[src/rtl/prog_loader_pkg.sv]
// Shared definitions for the program loader: default geometry, FSM encodings
// and the bytes-per-word derivation used by the loader and its assembler.
package prog_loader_pkg;

    localparam int DEF_INST_WIDTH   = 16;
    localparam int DEF_ADDR_WIDTH   = 8;
    localparam int DEF_NUM_MEM_ADDR = 256;

    localparam logic [1:0] LD_LOAD  = 2'b00;
    localparam logic [1:0] LD_WRITE = 2'b01;
    localparam logic [1:0] LD_DONE  = 2'b10;

    function automatic int bytes_per_word(input int width);
        return (width + 7) / 8;
    endfunction

endpackage

[src/rtl/prog_word_assembler.sv]
// Shifts accepted bytes MSB-first into an instruction word and flags the byte
// that completes it; surplus high bits fall off the top of the register.
module prog_word_assembler
    import prog_loader_pkg::*;
#(
    parameter int INST_WIDTH = DEF_INST_WIDTH
) (
    input  logic                  Clk,
    input  logic                  Reset,
    input  logic                  accept,
    input  logic [7:0]            Byte_In,
    output logic [INST_WIDTH-1:0] word,
    output logic                  word_complete
);

    localparam int BPW   = bytes_per_word(INST_WIDTH);
    localparam int CNT_W = (BPW > 1) ? $clog2(BPW) : 1;

    logic [CNT_W-1:0] byte_cnt;
    logic             last_byte;

    assign last_byte     = (byte_cnt == CNT_W'(BPW - 1));
    assign word_complete = accept && last_byte;

    always_ff @(posedge Clk or negedge Reset) begin
        if (!Reset) begin
            word     <= '0;
            byte_cnt <= '0;
        end else if (accept) begin
            word     <= INST_WIDTH'({word, Byte_In});
            byte_cnt <= last_byte ? '0 : byte_cnt + 1'b1;
        end
    end

endmodule

[src/rtl/prog_loader.sv]
// Byte-stream program loader: fills the instruction RAM one word per address
// and keeps the processor in reset until the final word has been written.
module prog_loader
    import prog_loader_pkg::*;
#(
    parameter int INST_WIDTH   = DEF_INST_WIDTH,
    parameter int ADDR_WIDTH   = DEF_ADDR_WIDTH,
    parameter int NUM_MEM_ADDR = DEF_NUM_MEM_ADDR
) (
    input  logic                  Clk,
    input  logic                  Reset,
    input  logic [7:0]            Byte_In,
    input  logic                  Byte_Valid,
    output logic                  Byte_Ready,
    input  logic                  Start,
    output logic                  Ram_Inst_Write,
    output logic [ADDR_WIDTH-1:0] Inst_Addr,
    output logic [INST_WIDTH-1:0] Ram_Inst_In,
    output logic                  Cpu_Reset,
    output logic                  Load_Done
);

    logic [1:0]            state;
    logic [1:0]            next_state;
    logic [ADDR_WIDTH-1:0] addr;
    logic [INST_WIDTH-1:0] word;
    logic                  accept;
    logic                  word_complete;
    logic                  last_addr;

    assign accept    = Byte_Valid && Byte_Ready;
    assign last_addr = (addr == ADDR_WIDTH'(NUM_MEM_ADDR - 1));

    prog_word_assembler #(
        .INST_WIDTH(INST_WIDTH)
    ) u_assembler (
        .Clk          (Clk),
        .Reset        (Reset),
        .accept       (accept),
        .Byte_In      (Byte_In),
        .word         (word),
        .word_complete(word_complete)
    );

    always_comb begin
        next_state = state;
        case (state)
            LD_LOAD:  if (word_complete) next_state = LD_WRITE;
            LD_WRITE: next_state = last_addr ? LD_DONE : LD_LOAD;
            LD_DONE:  if (Start) next_state = LD_LOAD;
            default:  next_state = LD_LOAD;
        endcase
    end

    // Every status output is a flop decoded from the next state, so each one
    // changes on the same edge as the state it describes.
    always_ff @(posedge Clk or negedge Reset) begin
        if (!Reset) begin
            state          <= LD_LOAD;
            Byte_Ready     <= 1'b0;
            Ram_Inst_Write <= 1'b0;
            Cpu_Reset      <= 1'b1;
            Load_Done      <= 1'b0;
        end else begin
            state          <= next_state;
            Byte_Ready     <= (next_state == LD_LOAD);
            Ram_Inst_Write <= (next_state == LD_WRITE);
            Cpu_Reset      <= (next_state != LD_DONE);
            Load_Done      <= (next_state == LD_DONE);
        end
    end

    // The address stops at the last word instead of wrapping; only a reload rewinds it.
    always_ff @(posedge Clk or negedge Reset) begin
        if (!Reset) begin
            addr <= '0;
        end else if (state == LD_WRITE && !last_addr) begin
            addr <= addr + 1'b1;
        end else if (state == LD_DONE && Start) begin
            addr <= '0;
        end
    end

    assign Inst_Addr   = addr;
    assign Ram_Inst_In = word;

endmodule

[config.mk]
export PLATFORM = sky130hd
export DESIGN_NAME = prog_loader
export DESIGN_NICKNAME = d
export VERILOG_FILES = /design/src/rtl/prog_loader_pkg.sv /design/src/rtl/prog_word_assembler.sv /design/src/rtl/prog_loader.sv
export SDC_FILE = /design/constraint.sdc
export NUM_CORES = 1
export LEC_CHECK = 0
export CAP_MARGIN = 20
export CORE_MARGIN = 2
export CORE_UTILIZATION = 30
export DETAILED_ROUTE_END_ITERATION = 16
export GPL_ROUTABILITY_DRIVEN = 0
export PLACE_DENSITY = 0.59
export SYNTH_ARGS = -nofsm -noshare
export SYNTH_HDL_FRONTEND = slang
export SYNTH_SLANG_ARGS = --single-unit
[constraint.sdc]
create_clock -name Clk -period 2.93 [get_ports Clk]
set_clock_uncertainty 0.1 [all_clocks]
set_input_delay 0.7325 -clock Clk [delete_from_list [all_inputs] [get_ports Clk]]
set_output_delay 0.7325 -clock Clk [all_outputs]
set_load 0.02 [all_outputs]
# Word level (Yosys, flattened, before mapping)
# Cells that the tools add are included.
[op_classes]
add_sub_neg = 2
n_eq_ne = 6
mux = 7
reduce_logical = 8
[ops]
columns = ["operator", "n"]
rows = [
  ["8-bit 2-to-1 mux", 2],
  ["8-bit by 1-bit adder with 8-bit output, second input constant", 1],
  ["8-bit == test, second input constant", 1],
  ["2-bit 2-to-1 mux", 3],
  ["2-bit case mux with 3 select lines", 1],
  ["2-bit by 1-bit == test with 1-bit output, second input constant", 2],
  ["2-bit == test, second input constant", 2],
  ["1-bit logical AND", 4],
  ["2-bit zero test", 2],
  ["2-bit inequality test, second input constant", 1],
  ["2-bit nonzero test", 1],
  ["1-bit adder, second input constant", 1],
  ["1-bit zero test", 1],
  ["1-bit 2-to-1 mux", 1],
]
[totals]
regBits = 31
input_bits = 12
output_inout_bits = 28
word_cells = 31

# Longest topological paths before layout
[depth]
ltp_word = 5
mapped_depth = 5
ltp_nobuf = 5

# Cells and area by module
# A second synthesis with hierarchy kept.
[hier_totals]
hier_cells = 102
area_unflattened_um2 = 1367.6
[modules_own_cells]
columns = ["module", "instances", "cells_per_inst", "area_per_inst_um2", "seq_area_each_um2"]
rows = [
  ["prog_loader", 1, 65, 684.4, 351.6],
  ["prog_word_assembler", 1, 37, 683.2, 425.4],
]

# Worst setup path before layout
# No wires, ideal clock.
[synth_timing]
kind = "input to register"
start = "input port Byte_Valid"
end = "register u_assembler.word[0]"
setup_ns = 0.125
t_arrival_ns = 1.454
t_required_ns = 2.705
setup_slack_ns = 1.251
cell_stages = 3
n_path_buf = 1
path_cell_list = "nand2_2 buf_2 mux2_2"
[synth_via]
elab_chain_len = 1
[synth_rtl]
columns = ["element", "line", "text"]
rows = [
  ["from (decl)", "prog_loader.sv:13", "input logic Byte_Valid,"],
  ["1-bit logical AND", "prog_loader.sv:31", "assign accept = Byte_Valid && Byte_Ready;"],
  ["to (signal assigned)", "prog_word_assembler.sv:30", "word <= INST_WIDTH'({word, Byte_In});"],
  ["to (decl)", "prog_word_assembler.sv:12", "output logic [INST_WIDTH-1:0] word,"],
]
# No other way between the ends.
# A chain may end at the register's enable or synchronous reset.

# Worst setup path in the final report
[layout_timing]
start = "register addr[4], in the netlist Inst_Addr[4]"
end = "output port Inst_Addr[4]"
[layout_rtl]
columns = ["element", "line", "text"]
rows = [
  ["from (decl)", "prog_loader.sv:25", "logic [ADDR_WIDTH-1:0] addr;"],
  ["from (signal assigned)", "prog_loader.sv:78", "addr <= addr + 1'b1;"],
  ["to (decl)", "prog_loader.sv:17", "output logic [ADDR_WIDTH-1:0] Inst_Addr,"],
]
# No word-level cell between the ends.

==> metrics.md <==
| Metric | Value |
|---|---|
| Status | finished, final reports clean |
| Grt ovf | 0 |
| Worst Max-Slew Pin Slew | approximately 0.42 ns |
| Util after Layout | 43.0% |
| YS warnings | 0 |
| Top cell type by total area after synthesis | dfrtp_1 |
| Fin. Hold Viols | 0 |
| Post-CTS setup buffers | 0 |
| Required time worst endpoint | 2.10 ns |
| ANT nets after route | 0 |
| CP Class | reg -> out |
| Initial antenna violation count | 0 |
| Final cycle utilization of the critical path | 78.1% |
| Max cap viols | 0 |
| I/O Pins | 40 |
| Main synth FF type | dfrtp_1 |
| Core area | 4320 µm² |
| Initial Util | 30.8% |
| Part of the power in registers | 40.3% |
| Post-synthesis net count | 114 |
| Drt drc | 0 |
| Sequential fraction of the synthesis area | 58.3% |
| CTS tree | done |
| Critical path peak fanout | 9 |
| Min-Delay Path Class | reg -> reg |
| Async SR Flop Fraction | 100% |
| Top-area cell type share of the netlist area | between 50% and 60% |
| Clock Pin Slew Worst Setup and Hold Paths | about 0.06 ns |
| Layout cell share with drive strength beyond 1 | 21.5% |
| Synth Register Bits | 31 |
| Filler Cell Count | 404 |
| Share of total power in the clock network | a little under a fifth |
| Crit path cell chain | clkdlybuf4s50_1 |
| Total power | ~1.7 mW |
| Logic gate share of total power | 41.0% |
| Commonest cells after routing, fill and taps aside | clkdlybuf4s50_1 (39), dfrtp_1 (30), mux2_2 (16) |
| # diodes | 0 |
| Post-synthesis cell count | 101 |
| P_leak | 0.755 nW |
| Final Instance Area | 1860 µm² |
| Clock tree buffer depth | 2 |
| GR Util All Layers | 11.4% |
| Number of enable flip-flop cells after synthesis | 0 |
| CTS Buf Count | 5 |
| DP Wirelength | 1810 µm |
| Sw frac | 35.1% |
| Commonest non-fill, non-tap cell in the layout | clkdlybuf4s50_1 |
| Routed WL | 2570 µm |
| CP Data Arrival Time | 1.46 ns |
| Cell count of the worst reg-to-reg path | 4 |
| TritonRoute pass-1 iters | 4 |
| H-tree depth | 2 |
| Levels on crit path | 1 |
| Crit-path leading delay family | buffers and inverters |
| Setup violators final | 0 |
| Final hold slack | between 0.3 and 0.4 ns |
| Fmax | 0.437 GHz |
| Min cycle time layout | 2.29 ns |
| Hold_buf cts | 0 |
| Row Count | 24 |
| Setup total negative slack | 0 ns |
| Max_slew headroom | 72.0% |
| Distinct cells, synth | 35 |
| Worst setup SP type | register |
| Post-DP Area | 1770 µm² |
| Slowest-stage cell, CP | clkdlybuf4s50_1 |
| Die width | 70.6 µm |
| Syn_area_per_cell | 13.2 µm² |
| Switching pwr | 0.613 mW |
| Vias per cell | roughly 5.0 |
| Area Growth Syn to Fin | 39.4% |
| WHS Path Cells | 1 |
| Vias in the first global route | between 900 and 1,000 |
| Die ar. | 4990 µm² |
| Setup crit end kind | output pin |
| Fin nets | around 160 |
| Via count | 972 |
| First-pass GRT wire length | 4490 µm |
| Largest net degree at the start of global routing | 32 |
| Largest cells by area after synthesis | dfrtp_1 (56%), mux2_2 (14%), nand3_1 (2.3%) |
| Wire per inst | 13.1 µm |
| Total clock sinks | 31 |
| CTS root buf | clkbuf_8 |
| Die H | 70.6 µm |
| Drt first-iter violations | 72 |
| Internal power | 1.13 mW |
| RSZ-0062 raised after global routing | no |
| IO buf count | 39 |
| Number of cells upsized or downsized after cts | 0 |
| Peak VDD IR | 443 µV |
| P per Cell Area | 940 nW/µm² |
| Number of buffers and inverters on the critical path | 1 |
| Slowest stage delay, CP | 0.67 ns |
| Clk_lat worst skew | 0.27 ns |
| Fin. max-slew vios | 0 |
| Syn Std Cell Area | around 1300 µm² |
==> metrics by stage <==
step | worst slack [ns] | cells
after floorplan | 1.25 | 101
after global placement | 0.731 | 189
after detailed placement | 0.697 | 189
after CTS | 0.635 | 196
after global routing | 0.578 | 196
final | 0.641 | 196
==> flip-flops by register name (all words and copies together), names as in the netlist <==
| signal | count |
|---|---|
| state | 2 |
| u_assembler.word | 16 |
| u_assembler.byte_cnt | 1 |
| Inst_Addr | 8 |
| Load_Done | 1 |
| Byte_Ready | 1 |
| Cpu_Reset | 1 |
| Ram_Inst_Write | 1 |
==> Yosys cell counts (2+ instances only) <==
cell      number
a21oi_1        2
a22o_1         2
buf_2          2
buf_4          2
dfrtp_1       30
inv_1          2
mux2_2        16
nand2_1        3
nand2b_1       2
nand3_1        6
nand4_1        2
nor4b_1        2
o211ai_1       3
o21ai_0        5
or3_1          2
==> power by group through the flow <==
| stage | clock network [mW] | registers (mW) | logic, mW |
|---|---|---|---|
| floorplan | 0 | 0.837 | 0.265 |
| global placement | 0 | 0.704 | 0.714 |
| detailed placement | 0 | 0.709 | 0.723 |
| CTS | 0.344 | 0.705 | 0.727 |
| global route | 0.366 | 0.731 | 0.767 |
| finish | 0.326 | 0.705 | 0.717 |
==> per-layer routing <==
metal	GRT usage (%)	up-vias	share of wire (%)
met5	0	-	0
met1	13.9	475	45
met4	3.77	0	0
met3	5.98	0	8.5
met2	17.7	38	46
li1	-	459	-
==> cell type report <==
class / count / area [µm²] / share of cell area, %
sequential: 31 / 777 / 41.8
multi-input combinational: 64 / 523 / 28.1
timing repair buffer: 40 / 398 / 21.4
clock buffer: 6 / 82.6 / 4.44
tap: 52 / 65.1 / 3.50
inverter: 2 / 7.51 / 0.404
clock inverter: 1 / 5.00 / 0.269
==> cell families (layout without fill, tap and decap cells) <==
family | after synthesis | count (layout) | synth area share, %
compound gates | 19 | 19 | 11.0
xor+xnor | 2 | 2 | 1.31
fa+ha+maj | 1 | 1 | 0.939
buf+inv | 6 | 49 | 2.44
flops | 31 | 31 | 58.3
mux | 16 | 16 | 13.5
simple gates | 26 | 26 | 12.5
==> path summary, 6_finish.rpt <==
check	from	to	slack (ns)
hold reg to reg	u_assembler.byte_cnt	u_assembler.byte_cnt	0.39
min in group asynchronous	Reset	Inst_Addr[3]	0.75
hold / removal	u_assembler.byte_cnt	u_assembler.byte_cnt	0.39
setup / recovery	Inst_Addr[4]	Inst_Addr[4]	0.64
setup reg to reg	state[1]	Inst_Addr[2]	1.32
max in group asynchronous	Reset	Cpu_Reset	1.66
No activity file was read; power rests on OpenSTA's default activity.
